--- src/rtl/mult_seq_pkg.sv ---
// Shared types and constants for the sequential Booth multiplier.
package mult_seq_pkg;

  localparam int WIDTH_DEF = 16;  // default operand width
  localparam int STEPS     = 16;  // Booth steps per multiply
  localparam int CNT_W     = 5;   // step counter width (counts 0..16)

  typedef enum logic [1:0] {
    IDLE = 2'd0,
    CALC = 2'd1,
    DONE = 2'd2
  } state_e;

endpackage

--- src/rtl/mult_seq_if.sv ---
// Request/result bundle of the multiplier.
// Handshake: start is sampled only while the block is idle; busy is high
// for the whole calculation; done is a one-cycle pulse marking the cycle in
// which Hi/Lo first show the new product. Hi/Lo hold until the next done.
interface mult_seq_if import mult_seq_pkg::*; #(
  parameter int WIDTH = WIDTH_DEF
) ();
  logic             start;
  logic [WIDTH-1:0] A;
  logic [WIDTH-1:0] B;
  logic             busy;
  logic             done;
  logic [WIDTH-1:0] Hi;
  logic [WIDTH-1:0] Lo;

  modport master (output start, A, B, input busy, done, Hi, Lo);
  modport slave  (input start, A, B, output busy, done, Hi, Lo);
endinterface

--- src/rtl/mult_seq_booth_step.sv ---
// One radix-2 Booth step: conditional add/subtract of the multiplicand
// followed by an arithmetic right shift of {acc, q, q_m1}.
module booth_step import mult_seq_pkg::*; #(
  parameter int WIDTH = WIDTH_DEF
) (
  input  logic [WIDTH:0]   acc_i,
  input  logic [WIDTH-1:0] q_i,
  input  logic             q_m1_i,
  input  logic [WIDTH-1:0] m_i,
  output logic [WIDTH:0]   acc_o,
  output logic [WIDTH-1:0] q_o,
  output logic             q_m1_o
);

  logic [WIDTH:0] m_ext;
  logic [WIDTH:0] sum;

  // Add/subtract chosen by {q0, q-1}, then shift the whole triple right.
  always_comb begin
    m_ext = {m_i[WIDTH-1], m_i};
    sum   = acc_i;
    case ({q_i[0], q_m1_i})
      2'b01:   sum = acc_i + m_ext;
      2'b10:   sum = acc_i - m_ext;
      default: sum = acc_i;
    endcase
    acc_o  = {sum[WIDTH], sum[WIDTH:1]};
    q_o    = {sum[0], q_i[WIDTH-1:1]};
    q_m1_o = q_i[0];
  end

endmodule

--- src/rtl/mult_seq.sv ---
// Sequential signed multiplier: 16 Booth steps, fixed latency, results
// registered so no input reaches an output combinationally.
module mult_seq import mult_seq_pkg::*; #(
  parameter int WIDTH = WIDTH_DEF
) (
  input  logic         clk,
  input  logic         rst_n,
  mult_seq_if.slave    bus,
  output state_e       dbg_state
);

  state_e             state_q, state_d;
  logic [WIDTH:0]     acc_q, acc_d;
  logic [WIDTH-1:0]   q_q, q_d;
  logic               q_m1_q, q_m1_d;
  logic [WIDTH-1:0]   m_q, m_d;
  logic [CNT_W-1:0]   cnt_q, cnt_d;
  logic [WIDTH-1:0]   hi_q, hi_d;
  logic [WIDTH-1:0]   lo_q, lo_d;

  logic [WIDTH:0]     acc_nx;
  logic [WIDTH-1:0]   q_nx;
  logic               q_m1_nx;

  booth_step #(.WIDTH(WIDTH)) u_step (
    .acc_i  (acc_q),
    .q_i    (q_q),
    .q_m1_i (q_m1_q),
    .m_i    (m_q),
    .acc_o  (acc_nx),
    .q_o    (q_nx),
    .q_m1_o (q_m1_nx)
  );

  // Next-state and datapath updates; everything holds unless a state acts.
  always_comb begin
    state_d = state_q;
    acc_d   = acc_q;
    q_d     = q_q;
    q_m1_d  = q_m1_q;
    m_d     = m_q;
    cnt_d   = cnt_q;
    hi_d    = hi_q;
    lo_d    = lo_q;
    case (state_q)
      IDLE: begin
        if (bus.start) begin
          acc_d   = '0;
          q_d     = bus.B;
          q_m1_d  = 1'b0;
          m_d     = bus.A;
          cnt_d   = '0;
          state_d = CALC;
        end
      end
      CALC: begin
        acc_d  = acc_nx;
        q_d    = q_nx;
        q_m1_d = q_m1_nx;
        cnt_d  = cnt_q + CNT_W'(1);
        // Last step: publish the product on the same edge as the step.
        if (cnt_q == CNT_W'(STEPS - 1)) begin
          hi_d    = acc_nx[WIDTH-1:0];
          lo_d    = q_nx;
          state_d = DONE;
        end
      end
      DONE:    state_d = IDLE;
      default: state_d = IDLE;
    endcase
  end

  // State and datapath registers with asynchronous clear.
  always_ff @(posedge clk or negedge rst_n) begin
    if (!rst_n) begin
      state_q <= IDLE;
      acc_q   <= '0;
      q_q     <= '0;
      q_m1_q  <= 1'b0;
      m_q     <= '0;
      cnt_q   <= '0;
      hi_q    <= '0;
      lo_q    <= '0;
    end else begin
      state_q <= state_d;
      acc_q   <= acc_d;
      q_q     <= q_d;
      q_m1_q  <= q_m1_d;
      m_q     <= m_d;
      cnt_q   <= cnt_d;
      hi_q    <= hi_d;
      lo_q    <= lo_d;
    end
  end

  assign bus.busy  = (state_q == CALC);
  assign bus.done  = (state_q == DONE);
  assign bus.Hi    = hi_q;
  assign bus.Lo    = lo_q;
  assign dbg_state = state_q;

endmodule

--- src/flat_wrapper.sv ---
// flat-port wrapper written by rule: the top's interface ports become plain ports
module mult_seq_flat import mult_seq_pkg::*;
#(
  parameter int WIDTH = WIDTH_DEF
)
  (clk, rst_n, dbg_state, bus_start, bus_A, bus_B, bus_busy, bus_done, bus_Hi, bus_Lo);
  mult_seq_if #(.WIDTH(WIDTH)) bus_i ();
  input  logic clk;
  input  logic rst_n;
  output state_e dbg_state;
  input wire logic [$bits(bus_i.start)-1:0] bus_start;
  input wire logic [$bits(bus_i.A)-1:0] bus_A;
  input wire logic [$bits(bus_i.B)-1:0] bus_B;
  output wire logic [$bits(bus_i.busy)-1:0] bus_busy;
  output wire logic [$bits(bus_i.done)-1:0] bus_done;
  output wire logic [$bits(bus_i.Hi)-1:0] bus_Hi;
  output wire logic [$bits(bus_i.Lo)-1:0] bus_Lo;
  assign bus_i.start = bus_start;
  assign bus_i.A = bus_A;
  assign bus_i.B = bus_B;
  assign bus_busy = bus_i.busy;
  assign bus_done = bus_i.done;
  assign bus_Hi = bus_i.Hi;
  assign bus_Lo = bus_i.Lo;
  mult_seq #(.WIDTH(WIDTH)) u_core (.clk(clk), .rst_n(rst_n), .bus(bus_i), .dbg_state(dbg_state));
endmodule
--- config.mk ---
export PLATFORM = sky130hd
export DESIGN_NAME = mult_seq_flat
export DESIGN_NICKNAME = d
export VERILOG_FILES = /design/src/rtl/mult_seq_pkg.sv /design/src/rtl/mult_seq_if.sv /design/src/rtl/mult_seq_booth_step.sv /design/src/rtl/mult_seq.sv /design/src/flat_wrapper.sv
export SDC_FILE = /design/constraint.sdc
export NUM_CORES = 1
export LEC_CHECK = 0
export ABC_AREA = 0
export CORE_UTILIZATION = 35
export CTS_CLUSTER_DIAMETER = 120
export DETAILED_ROUTE_END_ITERATION = 8
export HOLD_SLACK_MARGIN = 0.05
export SETUP_SLACK_MARGIN = 0.1
export SLEW_MARGIN = 20
export SYNTH_ARGS = -nofsm -noshare
export SYNTH_HDL_FRONTEND = slang
export SYNTH_HIERARCHICAL = 1
export SYNTH_SLANG_ARGS = --single-unit
--- constraint.sdc ---
create_clock -name clk -period 4.1 [get_ports clk]
set_input_delay 0.615 -clock clk [delete_from_list [all_inputs] [get_ports clk]]
set_output_delay 0.615 -clock clk [all_outputs]
set_load 0.1 [all_outputs]
# Word-level counts from Yosys, hierarchy flattened
# Index checks and enable logic that the tools add are counted.
totals:
  input_bits: 35
  output_inout_bits: 36
  regBits: 89
classes:
  muxes: 12
  add_sub_neg: 3
  eq_ne: 7
  reduce_logical: 6
ops:
  columns: ["op", "n"]
  rows:
  - ["case mux 17 bit (2 select lines)", 2]
  - ["case mux 16 bit (2 select lines)", 1]
  - ["adder 17 bit", 1]
  - ["2-to-1 mux 17 bit", 1]
  - ["subtractor 17 bit", 1]
  - ["2-to-1 mux 16 bit", 1]
  - ["case mux 5 bit (2 select lines)", 1]
  - ["AND reduction 2 bit", 4]
  - ["adder 5 x 1 -> 5 bit (second input constant)", 1]
  - ["== test 5 x 4 -> 1 bit (second input constant)", 1]
  - ["2-to-1 mux 5 bit", 1]
  - ["== test 2 x 1 -> 1 bit (second input constant)", 2]
  - ["== test 2 bit (second input constant)", 2]
  - ["2-to-1 mux 2 bit", 2]
  - ["case mux 2 bit (2 select lines)", 1]
  - ["logical NOT 2 bit", 1]
  - ["!= test 2 x 1 -> 1 bit (second input constant)", 1]
  - ["!= test 2 bit (second input constant)", 1]
  - ["case mux 1 bit (2 select lines)", 1]
  - ["nonzero test 2 bit", 1]
  - ["2-to-1 mux 1 bit", 1]

# Logic depth before layout (Yosys ltp)
depth:
  word_depth: 3
  depth_mapped: 16

# Hierarchy
# Netlist, hierarchy kept.
modules_own_cells:
  columns: ["mod", "instances", "area_each_um2", "cells_per_inst"]
  rows:
  - ["mult_seq", 1, 3575.9, 261]
  - ["booth_step", 1, 1550.2, 227]

# Least setup slack after synthesis
# OpenSTA, ideal clock, no wires.
synth_timing:
  path_type: "reg2out"
  startpoint: "register u_core.state_q[1] (netlist: u_core/dbg_state[1])"
  endpoint: "output port bus_done"
  arrival_time_ns: 2.942
  path_stages_with_launch: 4
  setup_slack_ns: 0.543
  path_cell_list: "dfrtp_1 -> buf_2 -> clkbuf_1 -> nor2b_1"
synth_via:
  elab_chain_cells: 1
synth_rtl:
  columns: ["element", "line_no", "source"]
  rows:
  - ["from (decl)", "mult_seq.sv:12", "state_e state_q, state_d;"]
  - ["from (signal assigned)", "mult_seq.sv:85", "state_q <= state_d;"]
  - ["== test 2 bit", "mult_seq.sv:97", "assign bus.done = (state_q == DONE);"]
  - ["to (decl)", "flat_wrapper.sv:15", "output wire logic [$bits(bus_i.done)-1:0] bus_done;"]
# No other way between the ends.

# Final worst setup path
layout_timing:
  startpoint: "register u_core.m_q[3]"
  endpoint: "register u_core.hi_q[15] (netlist: u_core/bus.Hi[15])"
layout_via:
  elab_chain_cells: 2
  elab_cells_between_ends: 3
  classes_between: "2 x add/sub; 1 x mux"
layout_rtl:
  columns: ["element", "line_no", "source"]
  rows:
  - ["from (decl)", "mult_seq.sv:16", "logic [WIDTH-1:0] m_q, m_d;"]
  - ["from (signal assigned)", "mult_seq.sv:89", "m_q <= m_d;"]
  - ["subtractor 17 bit or adder 17 bit (tied branches)", "mult_seq_booth_step.sv:24, mult_seq_booth_step.sv:23", null]
  - ["case mux 17 bit (2 select lines) *", "mult_seq_booth_step.sv:22", "case ({q_i[0], q_m1_i})"]
  - ["named net u_core.acc_nx[15]", "mult_seq.sv:21", "logic [WIDTH:0] acc_nx;"]
  - ["to (signal assigned)", "mult_seq.sv:91", "hi_q <= hi_d;"]
  - ["to (decl)", "mult_seq.sv:18", "logic [WIDTH-1:0] hi_q, hi_d;"]
# Mark *: on every way through the listed nets, which the timed path passes. The rest lies on a longest branch.
# A chain may end at the register's enable or synchronous reset.

==> metrics.txt <==
# TYPE chip_impl_metric gauge
chip_impl_info{name="run_status",value="completed"} 1
chip_impl_metric{name="worst_clock_skew",unit="ps"} 7.70
chip_impl_info{name="cp-start-kind",value="flip-flop"} 1
chip_impl_metric{name="drt_first_pass_iters",unit=""} 4
chip_impl_metric{name="fill_cells",unit=""} 1358
chip_impl_metric{name="antenna_cells",unit=""} 0
chip_impl_metric{name="worst_setup_hold_path_clk_slew",unit="ps"} 60
chip_impl_info{name="synthFlopType",value="sky130_fd_sc_hd__dfrtp_1"} 1
chip_impl_info{name="startpoint",value="u_core/m_q[3]"} 1
chip_impl_metric{name="finalWeightedCongestion",unit=""} 0.866
chip_impl_info{name="cp_top_family",value="compound AO/OA/AOI/OAI gates"} 1
chip_impl_metric{name="synthesis.area",unit="µm²"} 5130
chip_impl_metric{name="worstRegToRegCells",unit=""} 13
chip_impl_metric{name="synth_cell_type_count",unit=""} 56
chip_impl_metric{name="critical_path_peak_fanout",unit=""} 10
chip_impl_metric{name="critical_path_buf_inv_count",unit=""} 1
chip_impl_metric{name="report.final.slew_viol_count",unit=""} 0
chip_impl_metric{name="synth.ff_latch_count",unit=""} 89
chip_impl_metric{name="final.setup.tns",unit="ps"} 0
chip_impl_metric{name="drt-met1-wl",unit="mm"} 5.77
chip_impl_metric{name="grt_overflow",unit=""} 0
chip_impl_metric{name="port-buffer-count",unit=""} 70
chip_impl_metric{name="cts_num_sinks",unit=""} 89
chip_impl_metric{name="cp_slowest_stage_delay",unit="ps"} 570
chip_impl_metric{name="number_of_flops_mapped_to_enable_cells_by_yosys",unit=""} 0
chip_impl_metric{name="layout-drive-gt1-share",unit="%"} 14.6
chip_impl_metric{name="drcViolationCount",unit=""} 0
chip_impl_info{name="crit_path_cell_trace",value="or4_4 > nor4_1 > buf_4 > a31oi_1 > xnor2_1 > ha_1 > a21oi_1 > o31a_1 > o21a_1 > o31a_1 > mux2i_1 > xnor2_1 > mux2_2"} 1
chip_impl_info{name="min-delay-path-class",value="in -> async"} 1
chip_impl_info{name="crit_type",value="reg -> reg"} 1
chip_impl_metric{name="design.die.area",unit="µm²"} 15100
chip_impl_metric{name="rows",unit=""} 43
chip_impl_metric{name="dieHeight",unit="µm"} 123
chip_impl_metric{name="netlist_instances",unit=""} 488
chip_impl_metric{name="maxSlewHeadroom",unit="%"} 33.2
chip_impl_metric{name="avg_inst_size_synth",unit="µm²"} 10.5
chip_impl_info{name="clock_tree.root_cell",value="sky130_fd_sc_hd__clkbuf_16"} 1
chip_impl_metric{name="grt_first_pass_wirelength",unit="mm"} 19.3
chip_impl_metric{name="grt_pass1_vias",unit=""} 3749
chip_impl_metric{name="routed-wl-met3",unit="µm"} 514
chip_impl_metric{name="grt_start_max_net_pins",unit=""} 68
chip_impl_metric{name="post_cts_resize_count",unit=""} 0
chip_impl_metric{name="total_wirelength_of_the_detailed_routed_design",unit="mm"} 11.8
chip_impl_metric{name="avgViaCountPerCell",unit=""} 5.30
chip_impl_info{name="highest-signal-layer",value="met4"} 1
chip_impl_info{name="critical_path.reg2reg.startpoint",value="u_core/m_q[3]"} 1
chip_impl_metric{name="yosys_warnings",unit=""} 6
chip_impl_info{name="crit_path_top_delay_cell",value="sky130_fd_sc_hd__or4_4"} 1
chip_impl_metric{name="ioPinCount",unit=""} 71
chip_impl_metric{name="fraction_of_synthesis_flops_using_an_asynchronous_set_or_reset_pin",unit="%"} 100
chip_impl_metric{name="maxCapViolations",unit=""} 0
chip_impl_metric{name="timing.final.crit_share",unit="%"} 86.6
chip_impl_metric{name="drt_iter0_drc",unit=""} 178
chip_impl_metric{name="yosysSeqAreaShare",unit="%"} 43.4
chip_impl_metric{name="drt.antenna.violating_nets",unit=""} 0
chip_impl_metric{name="dieWidth",unit="µm"} 123
chip_impl_metric{name="syn_nets",unit=""} 544
chip_impl_metric{name="setup_viol",unit=""} 0
chip_impl_metric{name="grt.total_usage",unit="%"} 16.6
chip_impl_metric{name="timing_worst_slew_pin_value",unit="ps"} 999
chip_impl_metric{name="postCtsSetupBuffers",unit=""} 0
chip_impl_metric{name="vias",unit=""} 3815
chip_impl_metric{name="floorplan.core_area",unit="µm²"} 14100
chip_impl_metric{name="timing.reg2reg.setup_slack",unit="ps"} 550
chip_impl_metric{name="critPathRequiredTime",unit="ps"} 4340
chip_impl_metric{name="wl_per_cell",unit="µm"} 16.4
chip_impl_metric{name="cts_max_path_buffers",unit=""} 2
chip_impl_metric{name="dr_wl_met2",unit="mm"} 5.33
chip_impl_metric{name="critical_path_arrival",unit="ps"} 3790
chip_impl_metric{name="cts_hold_buffers",unit=""} 0
chip_impl_metric{name="placement.setup.worst_slack",unit="ps"} 527
chip_impl_metric{name="cts_htree_levels",unit=""} 3
chip_impl_metric{name="final-hold-violation-count",unit=""} 0
chip_impl_metric{name="floorplan.initialDensity",unit="%"} 36.4
chip_impl_metric{name="post-dp-hpwl",unit="mm"} 8.11
chip_impl_metric{name="layout_setup_ws",unit="ps"} 549
chip_impl_info{name="critical_path.endpoint_type",value="flip-flop"} 1
chip_impl_metric{name="layout-area-overhead-vs-synth",unit="%"} 19.7
chip_impl_metric{name="clock_latency_on_the_worst_skew_pair",unit="ps"} 350
chip_impl_metric{name="initial_antenna_violation_count",unit=""} 0
chip_impl_metric{name="cts_inserted_buffers",unit=""} 9
chip_impl_metric{name="final_nets",unit=""} 591
chip_impl_info{name="crit_reg_reg_endpoint",value="u_core/bus.Hi[15]"} 1
chip_impl_info{name="clock_tree_from_tritoncts",value="yes"} 1
chip_impl_info{name="grt_setup_unrepaired",value="no"} 1
chip_impl_metric{name="fmaxAchievable",unit="MHz"} 282
chip_impl_metric{name="period_needed",unit="ps"} 3550
## kinds of logic (layout without fill, tap and decap cells)
kind of cell / after synthesis / in the layout / synth area share, %
compound gates: 143 / 143 / 18.1
simple gates: 96 / 96 / 10.5
flops: 89 / 89 / 43.4
buf+inv: 61 / 113 / 6.83
mux: 54 / 54 / 11.7
xor+xnor: 24 / 24 / 4.10
fa+ha+maj: 21 / 21 / 5.27
## stage by stage
step,util (%),hold slack [ps],cells,cell area (µm²)
global placement,41.4,455,704,5830
floorplan,-,319,488,5130
CTS,43.5,419,720,6130
global route,43.5,448,720,6130
finish,43.5,383,720,6130
detailed placement,41.4,470,704,5830
## cells in the final DEF, fill, tap and decap left out, types with 3 or more instances in the layout
master | synthesis | routed
sky130_fd_sc_hd__nand2_1 | 22 | 22
sky130_fd_sc_hd__inv_1 | 18 | 18
sky130_fd_sc_hd__a21oi_1 | 35 | 35
sky130_fd_sc_hd__and3_1 | 3 | 3
sky130_fd_sc_hd__nand2b_1 | 4 | 4
sky130_fd_sc_hd__mux2i_1 | 5 | 5
sky130_fd_sc_hd__a22o_1 | 20 | 20
sky130_fd_sc_hd__o21ai_0 | 34 | 34
sky130_fd_sc_hd__clkbuf_16 | 0 | 9
sky130_fd_sc_hd__nor2b_1 | 14 | 14
sky130_fd_sc_hd__o21a_1 | 4 | 4
sky130_fd_sc_hd__o21bai_1 | 3 | 3
sky130_fd_sc_hd__a22oi_1 | 16 | 16
sky130_fd_sc_hd__nor3_1 | 6 | 6
sky130_fd_sc_hd__and2b_1 | 6 | 6
sky130_fd_sc_hd__nand4_1 | 5 | 5
sky130_fd_sc_hd__o31ai_1 | 4 | 4
sky130_fd_sc_hd__buf_4 | 20 | 11
sky130_fd_sc_hd__ha_1 | 20 | 20
sky130_fd_sc_hd__o2111ai_1 | 4 | 4
sky130_fd_sc_hd__dfrtp_1 | 89 | 89
sky130_fd_sc_hd__a31oi_1 | 6 | 6
sky130_fd_sc_hd__xnor2_1 | 19 | 19
sky130_fd_sc_hd__mux2_2 | 48 | 48
sky130_fd_sc_hd__nor2_1 | 19 | 19
sky130_fd_sc_hd__clkdlybuf4s50_1 | 0 | 68
sky130_fd_sc_hd__xor2_1 | 5 | 5
## per-layer routing
layer	up-vias	track usage [%]
li1	1842	-
met1	1880	23.6
met2	83	24.3
met3	10	4.34
met4	0	6.10
met5	-	0
## state kept, by name (all words and copies together) (netlist names)
signal	cells
u_core/bus.Hi	16
u_core/dbg_state	2
u_core/q_q	16
u_core/acc_q	17
u_core/m_q	16
u_core/cnt_q	5
u_core/q_m1_q	1
u_core/bus.Lo	16
## worst max path at each step
stage                             end  slack, ps  cells past startpoint
floorplan                    bus_done        540                      3
global placement    u_core/bus.Hi[15]        460                     13
detailed placement  u_core/bus.Hi[15]        530                     13
CTS                 u_core/bus.Hi[15]        520                     13
global route        u_core/bus.Hi[12]        220                     12
finish              u_core/bus.Hi[15]        550                     13
## cell type report
class                           instances  area [µm²]  area share, %
Multi-Input combinational cell        338        2550           41.5
Sequential cell                        89        2230           36.3
Timing Repair Buffer                   79         763           12.4
Clock buffer                           10         229           3.73
Tap cell                              180         225           3.67
Clock inverter                          6        73.8           1.20
Inverter                               18        67.6           1.10
## cells in the mapped netlist, drive strengths merged, types with 2 or more instances
library cell / instances / area [µm²]
a211o: 2 / 17.5
a211oi: 2 / 15.0
a21boi: 2 / 15.0
a21o: 2 / 15.0
a21oi: 35 / 175
a221oi: 2 / 17.5
a22o: 20 / 175
a22oi: 16 / 120
a31oi: 6 / 37.5
and2: 2 / 12.5
and2b: 6 / 45.0
and3: 3 / 18.8
buf: 30 / 204
clkbuf: 12 / 46.3
dfrtp: 89 / 2230
ha: 20 / 250
inv: 18 / 67.6
mux2: 49 / 552
mux2i: 5 / 50.1
nand2: 22 / 82.6
nand2b: 4 / 25.0
nand3: 2 / 10.0
nand4: 5 / 31.3
nor2: 19 / 71.3
nor2b: 14 / 87.6
nor3: 6 / 30.0
nor4: 3 / 33.8
o2111ai: 4 / 35.0
o211ai: 2 / 15.0
o21a: 4 / 30.0
o21ai: 35 / 175
o21bai: 3 / 22.5
o31a: 2 / 17.5
o31ai: 4 / 30.0
or3: 2 / 12.5
or4: 3 / 26.3
xnor2: 19 / 166
xor2: 5 / 43.8
Power is not shown: default switching activity piles up to over one toggle a cycle in this logic, so the estimate is an artifact.
